`src/rtl/lfsr_noise_bank.sv`:
```
// Bank of CHANNELS independent Fibonacci LFSRs producing N fresh bits per channel
// per sample, presented over a valid/ready handshake that never drops or repeats.
module lfsr_noise_bank #(
    parameter int unsigned           N          = 8,
    parameter int unsigned           LFSR_WIDTH = 16,
    parameter logic [LFSR_WIDTH-1:0] TAPS       = 16'hB400,
    parameter int unsigned           CHANNELS   = 1,
    parameter logic [LFSR_WIDTH-1:0] SEED       = '1
) (
    input  logic                  clk_in,
    input  logic                  rst_n_in,
    input  logic                  en_in,
    input  logic                  seed_valid_in,
    input  logic [LFSR_WIDTH-1:0] seed_in,
    input  logic                  ready_in,
    output logic                  valid_out,
    output logic [CHANNELS*N-1:0] noise_out
);

    localparam int unsigned          CNT_W  = (N > 1) ? $clog2(N) : 1;
    localparam logic [CNT_W-1:0]     LAST   = CNT_W'(N - 1);
    localparam logic [31:0]          GOLDEN = 32'h9E3779B9;

    typedef enum logic {
        FILL,
        STALL
    } state_e;

    // Per-channel decorrelation: mix the channel index in with the golden-ratio
    // constant, then substitute 1 for zero so no LFSR can lock up.
    function automatic logic [LFSR_WIDTH-1:0] derive_seed(input logic [LFSR_WIDTH-1:0] s,
                                                          input int unsigned           c);
        logic [31:0]           mix;
        logic [LFSR_WIDTH-1:0] d;
        mix = c * GOLDEN;
        d   = s ^ mix[LFSR_WIDTH-1:0];
        return (d == '0) ? LFSR_WIDTH'(1) : d;
    endfunction

    function automatic logic [LFSR_WIDTH-1:0] shift(input logic [LFSR_WIDTH-1:0] l);
        return {l[LFSR_WIDTH-2:0], ^(l & TAPS)};
    endfunction

    logic [LFSR_WIDTH-1:0] lfsr_q [CHANNELS];
    logic [LFSR_WIDTH-1:0] lfsr_d [CHANNELS];
    logic [CHANNELS*N-1:0] sample_d;
    logic [CHANNELS*N-1:0] noise_q;
    logic [CHANNELS*N-1:0] held_q;
    logic [CNT_W-1:0]      cnt_q;
    logic                  valid_q;
    state_e                state_q;

    always_comb begin
        // NOTE: default before the loop so no bit of sample_d can infer a latch.
        sample_d = '0;
        for (int unsigned c = 0; c < CHANNELS; c++) begin
            lfsr_d[c]            = shift(lfsr_q[c]);
            sample_d[c*N +: N]   = lfsr_d[c][N-1:0];
        end
    end

    always_ff @(posedge clk_in or negedge rst_n_in) begin
        if (!rst_n_in) begin
            // NOTE: the LFSR array is a small register bank, not a RAM, so it takes a reset value.
            for (int unsigned c = 0; c < CHANNELS; c++) begin
                lfsr_q[c] <= derive_seed(SEED, c);
            end
            cnt_q   <= '0;
            state_q <= FILL;
            valid_q <= 1'b0;
            noise_q <= '0;
            held_q  <= '0;
        end else if (seed_valid_in) begin
            for (int unsigned c = 0; c < CHANNELS; c++) begin
                lfsr_q[c] <= derive_seed(seed_in, c);
            end
            cnt_q   <= '0;
            state_q <= FILL;
            valid_q <= 1'b0;
        end else begin
            // NOTE: non-blocking so every register here sees pre-edge values of the others.
            if (valid_q && ready_in) begin
                valid_q <= 1'b0;
            end
            unique case (state_q)
                FILL: begin
                    if (en_in) begin
                        for (int unsigned c = 0; c < CHANNELS; c++) begin
                            lfsr_q[c] <= lfsr_d[c];
                        end
                        if (cnt_q == LAST) begin
                            cnt_q <= '0;
                            if (!valid_q || ready_in) begin
                                noise_q <= sample_d;
                                valid_q <= 1'b1;
                            end else begin
                                held_q  <= sample_d;
                                state_q <= STALL;
                            end
                        end else begin
                            cnt_q <= cnt_q + 1'b1;
                        end
                    end
                end
                STALL: begin
                    // Exit on the transfer even when gated, otherwise valid would drop
                    // with a held sample and nothing could ever release it.
                    if (ready_in) begin
                        noise_q <= held_q;
                        valid_q <= 1'b1;
                        cnt_q   <= '0;
                        state_q <= FILL;
                    end
                end
                default: state_q <= FILL;
            endcase
        end
    end

    assign valid_out = valid_q;
    assign noise_out = noise_q;

endmodule

```
`config.mk`:
```
export PLATFORM = sky130hd
export DESIGN_NAME = lfsr_noise_bank
export DESIGN_NICKNAME = d
export VERILOG_FILES = /design/src/rtl/lfsr_noise_bank.sv
export SDC_FILE = /design/constraint.sdc
export NUM_CORES = 1
export LEC_CHECK = 0
export ABC_CLOCK_PERIOD_IN_PS = 2100
export CELL_PAD_IN_SITES_DETAIL_PLACEMENT = 1
export CELL_PAD_IN_SITES_GLOBAL_PLACEMENT = 1
export CORE_UTILIZATION = 41
export CTS_CLUSTER_DIAMETER = 50
export DETAILED_ROUTE_END_ITERATION = 10
export HOLD_SLACK_MARGIN = 0.02
export PLACE_DENSITY_LB_ADDON = 0.1
export SYNTH_ARGS = -nofsm -noshare
export SYNTH_HDL_FRONTEND = slang
export SYNTH_SLANG_ARGS = --single-unit
```
`constraint.sdc`:
```
create_clock -name clk_in -period 2.1 [get_ports clk_in]
set_clock_uncertainty 0.1 [all_clocks]
set_input_delay 0.42 -clock clk_in [delete_from_list [all_inputs] [get_ports clk_in]]
set_output_delay 0.42 -clock clk_in [all_outputs]
set_load 0.02 [all_outputs]
```
==> out/metrics.cfg, run 1 <==
[status]
status=finished, final reports clean

[critical_path]
r2r-start=cnt_q[0]
end_kind=primary output
crit_path_top_delay_cell=clkdlybuf4s50_1
crit_type=reg -> out
worst_ep_required_time_ns=1.58
worstPathArrival_ns=1.40
crit_path_max_fanout=5
critPathBufInv=1
cp_top_family=buffers and inverters
path_cells=clkdlybuf4s50_1
slowest_delay_ns=0.65
startpoint_type=register
crit_start=valid_out

[clock_network]
htreeDepth=2
postCtsHoldBufs=0
clock-sinks=37
worstSkewPairLatency_ns=0.28
cts_made_buffers=5
cts_root_buf=clkbuf_8
cts_resized=0
cts_setup_buffers=0
clkTransAtPathRegs_ns=0.07
tritoncts=yes
cts_max_path_buffers=2

[sta]
setup_viol=0
finalCritPeriodShare_pct=91.26
rsz0062_at_grt=false
slew_viol_final=0
max_slew.worst_pin.slew_ns=0.4556
layout_min_cycle_time_ns=1.916
hold_viol=0
clock.fmax_mhz=521.8
max_slew_margin_pct=69.63
finalSetupTns_ns=0

[cells_and_area]
fin_util_pct=54.83
drive_gt1_share_pct=21.03
final_nets=218
diodes=0
syn_to_final_growth_pct=24.73
nFillCells=446

[yosys]
synth_nets=186
synth_largest_area_cell=dfrtp_1
synth_warnings=0
synth_top_area_share_pct=28.85
syn_avg_cell_area_sq_um=11.25
ys_seq_area_share_pct=51.92
syn_area_sq_um=1822
syn_inst=162
synth_flop_cell=dfrtp_1
ys_types=34
synth_most_common_cell=nand2_1
ys_top_cells_by_count=nand2_1, mux2i_1, dfrtp_1
synth-edff-count=0
synthTopCellsByArea=dfrtp_1, dfstp_2, mux2i_1
yosys_register_bits=37
synthArstFlopShare_pct=100.0

[global_routing]
grt_pass1_wl_mm=6.244
busiest_layer=met2
grt.overflow.total=0
antenna_found_initial=0
grt_start_max_net_pins=38
met3_usage_pct=3.947
grt_pass1_vias=1343
met2_usage_pct=31.25
met1_usage_pct=23.52
track_usage_pct=18.36

[route]
wl_mm=3.739
vias=1276
avgRoutedWirePerCell_um=15.26
drt_first_pass_iters=2
drc_errors=0
drtAntennaViolNets=0
vias_per_cell=5.208
drt_iter0_markers=95

[flow_run]
maxCapViolCount=0

[place]
dpl.hpwl_mm=2.784
gp_congestion=0.7686
io_buffers=29

[power_and_ir_drop]
p_leak_nw=0.9735
p_per_area_nw_per_um2=720.8
vdd_drop_max_mv=0.4667

[floorplanning]
start_util_pct=43.96
die_w_um=68.66
die-area_sq_um=4714
ios=30
die_h_um=68.66
rows=23
design.core.area_sq_um=4144

[min_path]
min-delay-start=noise_out[5]
min_path_type=reg -> reg

[worst reg2reg max path, cell delays in order (launching register included)]
cell,delay (ns)
dfrtp_1,0.43
ha_1,0.24
ha_1,0.25
a21o_2,0.21
o211ai_1,0.15
buf_4,0.23
o21ai_0,0.11
[state kept, by name, indices dropped and copies added, names as in the netlist]
| signal | cells |
|---|---|
| lfsr_q | 16 |
| state_q | 1 |
| cnt_q | 3 |
| held_q | 8 |
| valid_out | 1 |
| noise_out | 8 |
[layout make-up]
class                      instances  area [sq um]  share of cell area [%]
timing repair buffer              34         340.3                   14.98
multi-input combinational        115         803.3                   35.35
sequential                        37         945.9                   41.63
tap                               50         62.56                   2.753
inverter                           1         3.754                  0.1652
clock inverter                     1         30.03                   1.322
clock buffer                       7         86.33                   3.800
[kinds of logic (layout without fill, tap and decap cells)]
family                   after synthesis  count (layout)  synth area share, %
AND/OR/NAND/NOR                       44              44                12.23
adder cells (fa/ha/maj)                3               3                2.061
flip-flops                            37              37                51.92
XOR/XNOR                               3               3                1.443
AO/OA/AOI/OAI                         33              33                10.23
buffers and inverters                 10              43                3.983
multiplexers                          32              32                18.13
[report_power, final]
group	internal, mW	leakage, nW	switching (mW)	total, mW
Sequential	0.776	0.460	0.0347	0.810
Clock	0.387	0.0585	0.244	0.631
Combinational	0.0984	0.455	0.0979	0.196
Total	1.26	0.973	0.377	1.64
[final timing paths]
| check | end | slack [ns] | cells past startpoint |
|---|---|---|---|
| setup / recovery | valid_out | 0.18 | 1 |
| hold / removal | noise_out[5] | 0.38 | 2 |
| setup reg to reg | noise_out[1] | 0.26 | 6 |
| hold reg to reg | noise_out[5] | 0.38 | 2 |
| max in group asynchronous | lfsr_q[9] | 1.10 | 2 |
| min in group asynchronous | cnt_q[2] | 0.45 | 2 |
[per-layer routing]
metal	part of all wire, %	routed length, um
met1	48	1804
met5	0	0
met2	47	1762
met3	3.9	144
met4	0.75	28
[per-stage QoR]
step	cells	power [mW]	setup slack (ns)	instance area [sq um]	hold slack (ns)
2_1_floorplan	162	0.9248	0.3648	1822	0.02441
3_3_place_gp	237	1.011	0.09001	2156	0.3623
3_5_place_dp	237	1.023	0.03445	2156	0.3750
4_1_cts	245	1.659	0.1766	2272	0.3914
5_1_grt	245	1.711	0.1138	2272	0.4291
6_report	245	1.638	0.1836	2272	0.3825
[cell usage in the layout (no fill, tap or decap), types with 2 or more instances in the layout]
| master | netlist | layout |
|---|---|---|
| dfrtp_1 | 21 | 21 |
| clkdlybuf4s50_1 | 0 | 29 |
| mux2_2 | 8 | 8 |
| clkbuf_8 | 0 | 6 |
| o21ai_1 | 6 | 6 |
| nor2_1 | 4 | 4 |
| dfstp_2 | 16 | 16 |
| mux2i_1 | 24 | 24 |
| nor3_1 | 2 | 2 |
| nand2_1 | 27 | 27 |
| a21oi_1 | 2 | 2 |
| buf_4 | 0 | 4 |
| ha_1 | 3 | 3 |
| a31oi_1 | 2 | 2 |
| xnor2_1 | 2 | 2 |
| o21ai_0 | 17 | 17 |
| nand3_1 | 2 | 2 |
| nor4_1 | 3 | 3 |
Power figures use the tool's default switching activity.
==> run 2: changes to the inputs <==
Settings changed: RECOVER_POWER set to 50.
==> out/metrics.cfg, run 2 (synthesized netlist as in run 1, its figures left out) <==
[route]
drt_iter0_markers=95  ; unchanged
vias_per_cell=5.208  ; unchanged
drtAntennaViolNets=0  ; unchanged
wl_mm=3.738  ; about the same
drc_errors=0  ; unchanged
drt_first_pass_iters=2  ; unchanged
vias=1276  ; unchanged
avgRoutedWirePerCell_um=15.26  ; about the same

[floorplanning]
die-area_sq_um=4714  ; unchanged
rows=23  ; unchanged
die_h_um=68.66  ; unchanged
die_w_um=68.66  ; unchanged
design.core.area_sq_um=4144  ; unchanged
ios=30  ; unchanged
start_util_pct=43.96  ; unchanged

[global_routing]
track_usage_pct=18.36  ; unchanged
antenna_found_initial=0  ; unchanged
grt_pass1_vias=1343  ; unchanged
grt_pass1_wl_mm=6.244  ; unchanged
grt_start_max_net_pins=38  ; unchanged
grt.overflow.total=0  ; unchanged

[power_and_ir_drop]
power_switching_share_pct=23.02  ; +0.025 points
p_leak_nw=0.9736  ; about the same
p_int_mw=1.259  ; -0.14%
p_per_area_nw_per_um2=720.8  ; about the same
vdd_drop_max_mv=0.4667  ; about the same
p_sw_uw=376.6  ; about the same
p_clk_share_pct=38.6  ; about the same
seqPwrFrac_pct=49.5  ; about the same
combPwrFrac_pct=11.9  ; about the same

[sta]
hold_viol=0  ; unchanged
finalSetupTns_ns=0  ; unchanged
worst_slack_ns=0.1836  ; unchanged
max_slew_margin_pct=40.26  ; -29 points
layout_min_cycle_time_ns=1.916  ; unchanged
rsz0062_at_grt=false
slew_viol_final=0  ; unchanged
setup_viol=0  ; unchanged
max_slew.worst_pin.slew_ns=0.8962  ; +0.4405 ns
whs_ns=0.3825  ; unchanged
finalCritPeriodShare_pct=91.26  ; unchanged
clock.fmax_mhz=521.8  ; unchanged

[cells_and_area]
final_nets=218  ; unchanged
syn_to_final_growth_pct=24.59
nFillCells=447  ; +0.22%
regMostFlops=lfsr_q
fin_util_pct=54.77  ; -0.060 points
largest_register_ff_count=16  ; unchanged
final_common_cell=nand2_1
diodes=0  ; unchanged
drive_gt1_share_pct=21.03  ; unchanged
fin_area_sq_um=2270  ; -0.11%
mostFrequentLayoutCells=nand2_1, clkdlybuf4s50_1, mux2i_1

[status]
status=finished, final reports clean

[critical_path]
path_cells=clkdlybuf4s50_1
r2r.worst_path.cells=6  ; unchanged
r2r-end=noise_out[1]
worstPathArrival_ns=1.40  ; about the same
critPathBufInv=1  ; unchanged
worst_ep_required_time_ns=1.58  ; about the same
cp.depth=1  ; unchanged
slowest_delay_ns=0.65  ; about the same
crit_type=reg -> out
crit_path_top_delay_cell=clkdlybuf4s50_1
startpoint_type=register
crit_path_max_fanout=5  ; unchanged
cp_top_family=buffers and inverters
rrSetupSlack_ns=0.26  ; about the same
r2r-start=cnt_q[0]
end_kind=primary output

[min_path]
min-delay-start=noise_out[5]
min_path_type=reg -> reg
min_path_cells=2  ; unchanged
min_to=noise_out[5]

[flow_run]
maxCapViolCount=0  ; unchanged

[clock_network]
cts_resized=0  ; unchanged
cts_root_buf=clkbuf_8
tritoncts=yes
cts_setup_buffers=0  ; unchanged
clock-sinks=37  ; unchanged
htreeDepth=2  ; unchanged
postCtsHoldBufs=0  ; unchanged
worstSkewPairLatency_ns=0.28  ; about the same
clkTransAtPathRegs_ns=0.07  ; about the same
cts_made_buffers=5  ; unchanged
cts_max_path_buffers=2  ; unchanged

[place]
io_buffers=29  ; unchanged
gp_congestion=0.7686  ; unchanged
pre_cts_ws_ns=0.03445  ; unchanged
placed_area_sq_um=2156  ; unchanged
dpl.hpwl_mm=2.784  ; unchanged

## run 2: area by class of cell
type,count,area [sq um],area share [%]
repair buffers,34,337.8,14.88
clock buffers,7,86.33,3.804
well taps,50,62.56,2.756
flip-flops and latches,37,945.9,41.68
clock inverters,1,30.03,1.323
inverters,1,3.754,0.1654
multi-input cells,115,803.3,35.39
## run 2: routing by layer
layer	vias up	share of wire [%]	wire, um	global-route usage (%)
met5	-	0	0	0
met4	0	0.75	28	4.688
met3	4	3.8	143	3.947
met2	27	47	1761	31.25
met1	613	48	1804	23.52
li1	632	-	-	-
## run 2: worst max path at each step
stage	start	endpoint	slack [ns]
5_1_grt	cnt_q[0]	noise_out[3]	0.11
3_3_place_gp	en_in	lfsr_q[4]	0.09
6_report	valid_out	valid_out	0.18
3_5_place_dp	seed_valid_in	noise_out[1]	0.03
4_1_cts	valid_out	valid_out	0.18
2_1_floorplan	cnt_q[0]	noise_out[5]	0.36
## run 2: metrics by stage
stage / power, mW / std cells
2_1_floorplan: 0.9248 / 162
3_3_place_gp: 1.011 / 237
3_5_place_dp: 1.023 / 237
4_1_cts: 1.659 / 245
5_1_grt: 1.709 / 245
6_report: 1.636 / 245
## run 2: power groups by stage
stage / clock network, mW / registers (mW) / logic, mW
after global routing: 0.674 / 0.818 / 0.218
after CTS: 0.648 / 0.811 / 0.200
after floorplan: 0 / 0.810 / 0.115
final: 0.631 / 0.810 / 0.195
after detailed placement: 0 / 0.824 / 0.199
after global placement: 0 / 0.819 / 0.192
